===== src/rtl/block_output_if.sv =====
// Link bundle between the input blocks, one router output port and the neighbour router.
// master = input blocks plus neighbour side, slave = the output port itself.
interface block_output_if #(
  parameter int unsigned NPORT = 5
);
  logic [NPORT-1:0]   req;
  logic [NPORT*8-1:0] Data_in;
  logic [NPORT-1:0]   grant;
  logic [NPORT-1:0]   in_ack;
  logic               val;
  logic [7:0]         Data_out;
  logic               ret;

  modport master (
    output req, Data_in, ret,
    input  grant, in_ack, val, Data_out
  );

  modport slave (
    input  req, Data_in, ret,
    output grant, in_ack, val, Data_out
  );
endinterface


===== src/rtl/block_output.sv =====
// Router output port: round-robin wormhole arbiter over the input blocks
// feeding a small flit FIFO that drives the val/ret link.
module block_output #(
  parameter int unsigned NPORT   = 5,
  parameter int unsigned PKT_LEN = 4,
  parameter int unsigned DEPTH   = 4
) (
  input logic           clk,
  input logic           rst,
  block_output_if.slave bus
);
  localparam int unsigned PW = (NPORT > 1) ? $clog2(NPORT) : 1;
  localparam int unsigned AW = $clog2(DEPTH);
  localparam int unsigned CW = 4;

  typedef enum logic {IDLE, BUSY} state_t;

  state_t           state_q, state_d;
  logic [NPORT-1:0] grant_q, grant_d;
  logic [PW-1:0]    owner_q, owner_d;
  logic [PW-1:0]    last_q, last_d;
  logic [CW-1:0]    cnt_q, cnt_d;
  logic [NPORT-1:0] in_ack;

  logic [7:0]       mem [DEPTH];
  logic [AW:0]      wr_q, rd_q;
  logic             empty, full, push, pop;
  logic [7:0]       din;
  logic             found;
  int unsigned      idx;

  // Extra pointer bit separates full from empty when the indices match
  assign empty = (wr_q == rd_q);
  assign full  = (wr_q[AW] != rd_q[AW]) && (wr_q[AW-1:0] == rd_q[AW-1:0]);
  assign din   = bus.Data_in[8*owner_q +: 8];
  assign push  = (state_q == BUSY) && grant_q[owner_q] && bus.req[owner_q] && !full;
  assign pop   = !empty && bus.ret;

  assign bus.grant    = grant_q;
  assign bus.in_ack   = in_ack;
  assign bus.val      = !empty;
  assign bus.Data_out = empty ? 8'h00 : mem[rd_q[AW-1:0]];

  // Next-state: arbitrate in IDLE, stream one packet from the owner in BUSY
  always_comb begin
    state_d = state_q;
    grant_d = grant_q;
    owner_d = owner_q;
    last_d  = last_q;
    cnt_d   = cnt_q;
    in_ack  = '0;
    found   = 1'b0;
    idx     = 0;
    case (state_q)
      IDLE: begin
        for (int unsigned k = 1; k <= NPORT; k++) begin
          if (!found && bus.req[(32'(last_q) + k) % NPORT]) begin
            found = 1'b1;
            idx   = (32'(last_q) + k) % NPORT;
          end
        end
        if (found) begin
          owner_d          = PW'(idx);
          grant_d          = '0;
          grant_d[owner_d] = 1'b1;
          cnt_d            = '0;
          state_d          = BUSY;
        end
      end
      BUSY: begin
        if (push) begin
          in_ack[owner_q] = 1'b1;
          cnt_d           = cnt_q + 4'd1;
          if (cnt_q == CW'(PKT_LEN - 1)) begin
            grant_d = '0;
            last_d  = owner_q;
            state_d = IDLE;
          end
        end
      end
      default: state_d = IDLE;
    endcase
  end

  always_ff @(posedge clk) begin
    if (rst) begin
      state_q <= IDLE;
      grant_q <= '0;
      owner_q <= '0;
      last_q  <= PW'(NPORT - 1);
      cnt_q   <= '0;
      wr_q    <= '0;
      rd_q    <= '0;
    end else begin
      state_q <= state_d;
      grant_q <= grant_d;
      owner_q <= owner_d;
      last_q  <= last_d;
      cnt_q   <= cnt_d;
      if (push) wr_q <= wr_q + 1'b1;
      if (pop)  rd_q <= rd_q + 1'b1;
    end
  end

  // Storage needs no reset; contents are only visible while non-empty
  always_ff @(posedge clk) begin
    if (!rst && push) mem[wr_q[AW-1:0]] <= din;
  end
endmodule


===== src/flat_wrapper.sv =====
// flat-port wrapper written by rule: the top's interface ports become plain ports
module block_output_flat 
#(
  parameter int unsigned NPORT   = 5,
  parameter int unsigned PKT_LEN = 4,
  parameter int unsigned DEPTH   = 4
)
  (clk, rst, bus_req, bus_Data_in, bus_ret, bus_grant, bus_in_ack, bus_val, bus_Data_out);
  block_output_if #(.NPORT(NPORT)) bus_i ();
  input logic clk;
  input logic rst;
  input wire logic [$bits(bus_i.req)-1:0] bus_req;
  input wire logic [$bits(bus_i.Data_in)-1:0] bus_Data_in;
  input wire logic [$bits(bus_i.ret)-1:0] bus_ret;
  output wire logic [$bits(bus_i.grant)-1:0] bus_grant;
  output wire logic [$bits(bus_i.in_ack)-1:0] bus_in_ack;
  output wire logic [$bits(bus_i.val)-1:0] bus_val;
  output wire logic [$bits(bus_i.Data_out)-1:0] bus_Data_out;
  assign bus_i.req = bus_req;
  assign bus_i.Data_in = bus_Data_in;
  assign bus_i.ret = bus_ret;
  assign bus_grant = bus_i.grant;
  assign bus_in_ack = bus_i.in_ack;
  assign bus_val = bus_i.val;
  assign bus_Data_out = bus_i.Data_out;
  block_output #(.NPORT(NPORT), .PKT_LEN(PKT_LEN), .DEPTH(DEPTH)) u_core (.clk(clk), .rst(rst), .bus(bus_i));
endmodule

===== config.mk =====
export PLATFORM = sky130hd
export DESIGN_NAME = block_output_flat
export DESIGN_NICKNAME = d
export VERILOG_FILES = /design/src/rtl/block_output_if.sv /design/src/rtl/block_output.sv /design/src/flat_wrapper.sv
export SDC_FILE = /design/constraint.sdc
export NUM_CORES = 1
export LEC_CHECK = 0
export ABC_CLOCK_PERIOD_IN_PS = 11230
export CAP_MARGIN = 20
export CORE_MARGIN = 2
export CORE_UTILIZATION = 40
export CTS_BUF_LIST = sky130_fd_sc_hd__clkbuf_8
export CTS_CLUSTER_DIAMETER = 100
export DETAILED_ROUTE_END_ITERATION = 10
export PLACE_DENSITY = 0.71
export SLEW_MARGIN = 40
export SYNTH_ARGS = -nofsm -noshare
export SYNTH_HDL_FRONTEND = slang
export SYNTH_SLANG_ARGS = --single-unit

===== constraint.sdc =====
create_clock -name clk -period 11.23 [get_ports clk]
set_clock_uncertainty 0.2 [all_clocks]
set_input_delay 3.369 -clock clk [delete_from_list [all_inputs] [get_ports clk]]
set_output_delay 3.369 -clock clk [all_outputs]
set_load 0.05 [all_outputs]

* Word-level counts from Yosys, hierarchy flattened *
Memory sizes are Yosys's and may differ from the RTL's. A register that Yosys moved wholly into a read port is not among the register bits.
Index checks and enable logic that the tools add are counted.

word-level totals
  register bits after elaboration = 22
  memory bits (writable) = 32
  bits of input ports = 48
  word-level logic and storage cells = 114
  memories = 1

memory list
  memory      words  width  read ports  clocked after Yosys merged registers in  wr ports  line                RTL
  u_core.mem  4      8      1           1                                        1         block_output.sv:25  logic [7:0] mem [DEPTH];

cells by class
  $add $sub $neg = 8
  div/mod/pow operators = 5
  magnitude comparators = 9
  equality and inequality tests = 7
  shift operators = 1
  mux-type cells = 52
  bitwise logic cells = 1
  reductions and logical operators = 23

operator list
  kind                                                  number
  < comparator 32 x 4 -> 1 bit (second input constant)  5
  modulo 32 x 3 -> 32 bit (second input constant)       5
  variable part select 40 x 7 -> 8 bit                  1
  2-to-1 mux 5 bit                                      5
  2-to-1 mux 1 bit                                      24
  binary-select mux 1 bit (select 3 bit)                7
  2-to-1 mux 3 bit                                      6
  logical AND 1 bit                                     12
  one-hot mux 5 bit (2 select lines)                    1
  adder 3 x 2 -> 4 bit (second input constant)          2
  adder 3 x 3 -> 4 bit (second input constant)          2
  < comparator 3 x 4 -> 1 bit (second input constant)   2
  2-to-1 mux 4 bit                                      2
  2-to-1 mux 8 bit                                      1
  one-hot mux 4 bit (2 select lines)                    1
  zero test 1 bit                                       7
  adder 3 x 1 -> 3 bit (second input constant)          2
  demux 1 bit (select 3 bit)                            2
  >= comparator 3 x 1 -> 1 bit (second input constant)  2
  AND reduction 3 bit                                   2
  adder 3 x 1 -> 4 bit (second input constant)          1
  adder 4 x 1 -> 4 bit (second input constant)          1
  equality test 4 x 2 -> 1 bit (second input constant)  1
  2-to-1 mux 2 bit                                      2
  8 further kinds                                       10

* Depth between registers and ports, before layout *
  word-level depth = 28
  mapped depth = 25

* Worst setup path before layout *
Ideal clock, no wire load.

  kind = in2out
  start = input port bus_req[1]
  end = output port bus_in_ack[1]
  arrival = 5,118 ps
  required time = 7,661 ps
  slack = 2,543 ps
  cell stages on the path = 9
  path through = clkbuf_1 -> nand2_1 -> o211ai_1 -> o21ai_0 -> o21ai_0 -> and3_1 -> and2_1 -> nand2_1 -> nor2_1

on the way
  word-level cells in the longest chain between the ends = 6

ends and longest elaborated chain
  item                                    line                RTL
  start, declared                         flat_wrapper.sv:12  input wire logic [$bits(bus_i.req)-1:0] bus_req;
  binary-select mux 1 bit (select 3 bit)  block_output.sv:36  assign push = (state_q == BUSY) && grant_q[owner_q] && bus.req[owner_q] && !full;
  2-to-1 mux 1 bit (not written as such)  block_output.sv:36
  logical AND 1 bit (2 in a row)          block_output.sv:36
  2-to-1 mux 5 bit                        block_output.sv:71  if (push) begin
  2-to-1 mux 5 bit                        block_output.sv:54  case (state_q)
  end, declared                           flat_wrapper.sv:16  output wire logic [$bits(bus_i.in_ack)-1:0] bus_in_ack;

Every way passes these cells. The select of a mux whose other input is x is not followed.

* Worst setup path after layout *
  start = input port bus_req[1]
  end = output port bus_in_ack[2]

The elaborated chain is that of the path after synthesis.

==> flow_summary.ini <==
[sta]
max_freq_mhz = 101
setup_viol = 0
fin_crit_ns = 9.89
tightest_slew_ns = 0.791
finalSetupTns_ns = 0
rsz0062_at_grt = no
final_hold_viol_count = 0
drv_slew = 0
layout_worst_path_cycle_share = 0.880
hold_slack_ns = 0.302
slew_headroom = 0.471

[route]
viasPerCell = 5.78
drc_errors = 0
wl_per_cell_um = 17.1
ant_nets = 0
dr.pass1.iters = 4
drtIter0Drc = 219
route.vias.total = 3898
totalWireLength_um = 11500

[critical_path]
crit_slowest_cell = clkdlybuf4s50_1
cp_slowest_stage_delay_ns = 0.81
path_class = input pin to output pin
path_max_fanout = 13
endpoint_kind = output pin
cp-start-kind = input pin
r2r-start = u_core.last_q[0]
crit_required_ns = 7.66
crit_start = bus_req[1]
r2r_cells = 19
path_cells = clkdlybuf4s50_1 > nand2_1 > o211ai_1 > o21ai_0 > o21ai_0 > and3_1 > and2_1 > nand2_1 > nor2_1 > clkdlybuf4s50_1
endpoint = bus_in_ack[2]
rrSetupSlack_ns = 4.69
arrival_ns = 6.32
rr_endpoint = u_core.bus.grant[3]

[clock_network]
clk_pin_slew_ns = 0.10
numCtsBuffers = 5
cts_buffer_depth = 2
cts_hold_buf = 0
cts.sinks = 56
cts_resized = 0
cts_tree = built
htreeDepth = 2
clk_latency_ns = 0.31
post-cts-setup-buffer-count = 0
clock-root-buffer = clkbuf_8

[power_and_ir_drop]
powerDensity_nw_per_um2 = 81.2
peakVddDrop_v = 0.0000553
p_total_mw = 0.441
power.leakage_nw = 1.95

[die]
die_width_um = 111
core-area_sq_um = 11300
die_y_um = 111
placementRows = 39
initial_core_util = 0.406
die_area_sq_um = 12400
boundaryPins = 67

[global_routing]
grt_pass1_vias = 3838
track_usage = 0.184
grt_pass1_wl_um = 18700
grt_max_degree = 40
grt-ovfl-total = 0
antenna_found_initial = 0

[final_layout]
areaGrowthSynthToFinish_pct = 18.2
drive_gt1_frac = 0.0998
stdcell_count = 674
nNetsFinal = 610
antenna_cells = 0
final_util = 0.479

[yosys]
ys_ff_latch = 56
yosysSeqAreaShare = 0.314
syn_avg_cell_area_sq_um = 9.47
ys.flop_type = edfxtp_1
syn_nets = 565
yosysUniqueCellTypes = 75
ys_async_sr_fraction = 0
synth-edff-count = 32
yosys_warnings = 0
synth_area_sq_um = 4590
syn_inst = 485

[flow_run]
cap_viol_max_count = 0

[placement]
numPortBuffers = 66
dpl.cell_count = 666
dp_hpwl_um = 8920
gp_congestion = 0.906

[status]
status = finished clean

[min_path]
hold_class = flop to flop
==> per-stage QoR <==
stage	cell area (sq um)	setup WS, ns
after floorplan	4590	2.54
after global placement	5320	1.43
after detailed placement	5320	1.38
after CTS	5420	1.38
after global routing	5430	1.16
final	5430	1.34
==> synthesized netlist by cell type, types with 8 or more instances <==
cell,n,area (sq um)
nand2_1,41,154
nor2_1,36,135
edfxtp_1,32,961
ha_1,32,400
dfxtp_1,24,480
a21oi_1,22,110
inv_1,22,82.6
clkbuf_1,19,71.3
nor2b_1,19,119
mux4_2,18,405
mux2i_1,17,170
o21ai_0,17,85.1
nor3_1,11,55.1
a211oi_1,10,75.1
nand3_1,10,50.1
a22o_1,9,78.8
xor2_1,9,78.8
and2_1,8,50.1
o211ai_1,8,60.1
==> power by group <==
part / internal [mW] / total (mW) / leakage [nW] / switching [mW]
Combinational: 0.0465 / 0.0963 / 1.42 / 0.0498
Sequential: 0.224 / 0.232 / 0.483 / 0.00864
Clock: 0.0459 / 0.112 / 0.0463 / 0.0666
Total: 0.316 / 0.441 / 1.95 / 0.125
==> cells in the final DEF, fill, tap and decap left out, drive strengths merged, types with 3 or more instances in the layout <==
cell,count
nor2,36
nand3b,3
xor2,9
nand2b,7
nand4,3
clkdlybuf4s50,66
edfxtp,32
or3b,4
inv,25
nor2b,19
a211oi,11
o211ai,8
o32ai,3
dfxtp,24
mux4,18
xnor2,6
o21ai,20
or2,6
a211o,3
clkbuf,5
a22oi,3
a31oi,5
and3,6
and2,8
ha,32
nor3,12
a32o,4
or3,4
a21oi,23
a22o,9
o22ai,5
mux2i,17
nand3,10
nand2,41
==> state kept, by name, indices dropped and copies added (netlist names), named ones only <==
| signal | flops |
|---|---|
| u_core.last_q | 3 |
| u_core.wr_q | 3 |
| u_core.state_q | 1 |
| u_core.rd_q | 3 |
| u_core.mem | 32 |
| u_core.owner_q | 3 |
| u_core.cnt_q | 4 |
| u_core.bus.grant | 5 |
==> final cells by class <==
| type | instances | area, sq um |
|---|---|---|
| clock buffer | 5 | 68.8 |
| clock inverter | 3 | 27.5 |
| fill | 1068 | 5890 |
| inverter | 25 | 93.8 |
| multi-input combinational | 374 | 2940 |
| sequential | 56 | 1440 |
| tap | 143 | 179 |
| timing repair buffer | 68 | 676 |
==> worst min-delay path by stage <==
stage                      endpoint  cells past startpoint             from  slack [ns]
finish              u_core.cnt_q[0]                      2  u_core.cnt_q[0]        0.30
global route        u_core.cnt_q[0]                      2  u_core.cnt_q[0]        0.32
CTS                 u_core.cnt_q[0]                      2  u_core.cnt_q[0]        0.30
detailed placement  u_core.cnt_q[0]                      2  u_core.cnt_q[0]        0.29
global placement    u_core.cnt_q[0]                      2  u_core.cnt_q[0]        0.28
floorplan           u_core.cnt_q[0]                      2  u_core.cnt_q[0]        0.26
==> critical path: cells and delay by family <==
family          cells  cell delay [ns]
buf+inv             2             1.50
simple gates        5             1.03
compound gates      3             0.41
==> per-layer routing <==
layer | GRT usage | up-vias | share of wire
li1 | - | 1902 | -
met1 | 0.222 | 1870 | 0.42
met2 | 0.330 | 99 | 0.52
met3 | 0.0257 | 27 | 0.031
met4 | 0.0765 | 0 | 0.036
met5 | 0 | - | 0
==> kinds of logic after synthesis <==
logic type / count (synthesis) / share of synthesized area
DFF: 56 / 0.314
AOI/OAI and AO/OA: 118 / 0.192
xor gates and xnor gates: 15 / 0.0319
muxes: 37 / 0.130
adders and majority gates: 32 / 0.0872
buffers and inverters: 55 / 0.0485
and+or+nand+nor: 172 / 0.196
(Power assumes the default switching activity.)
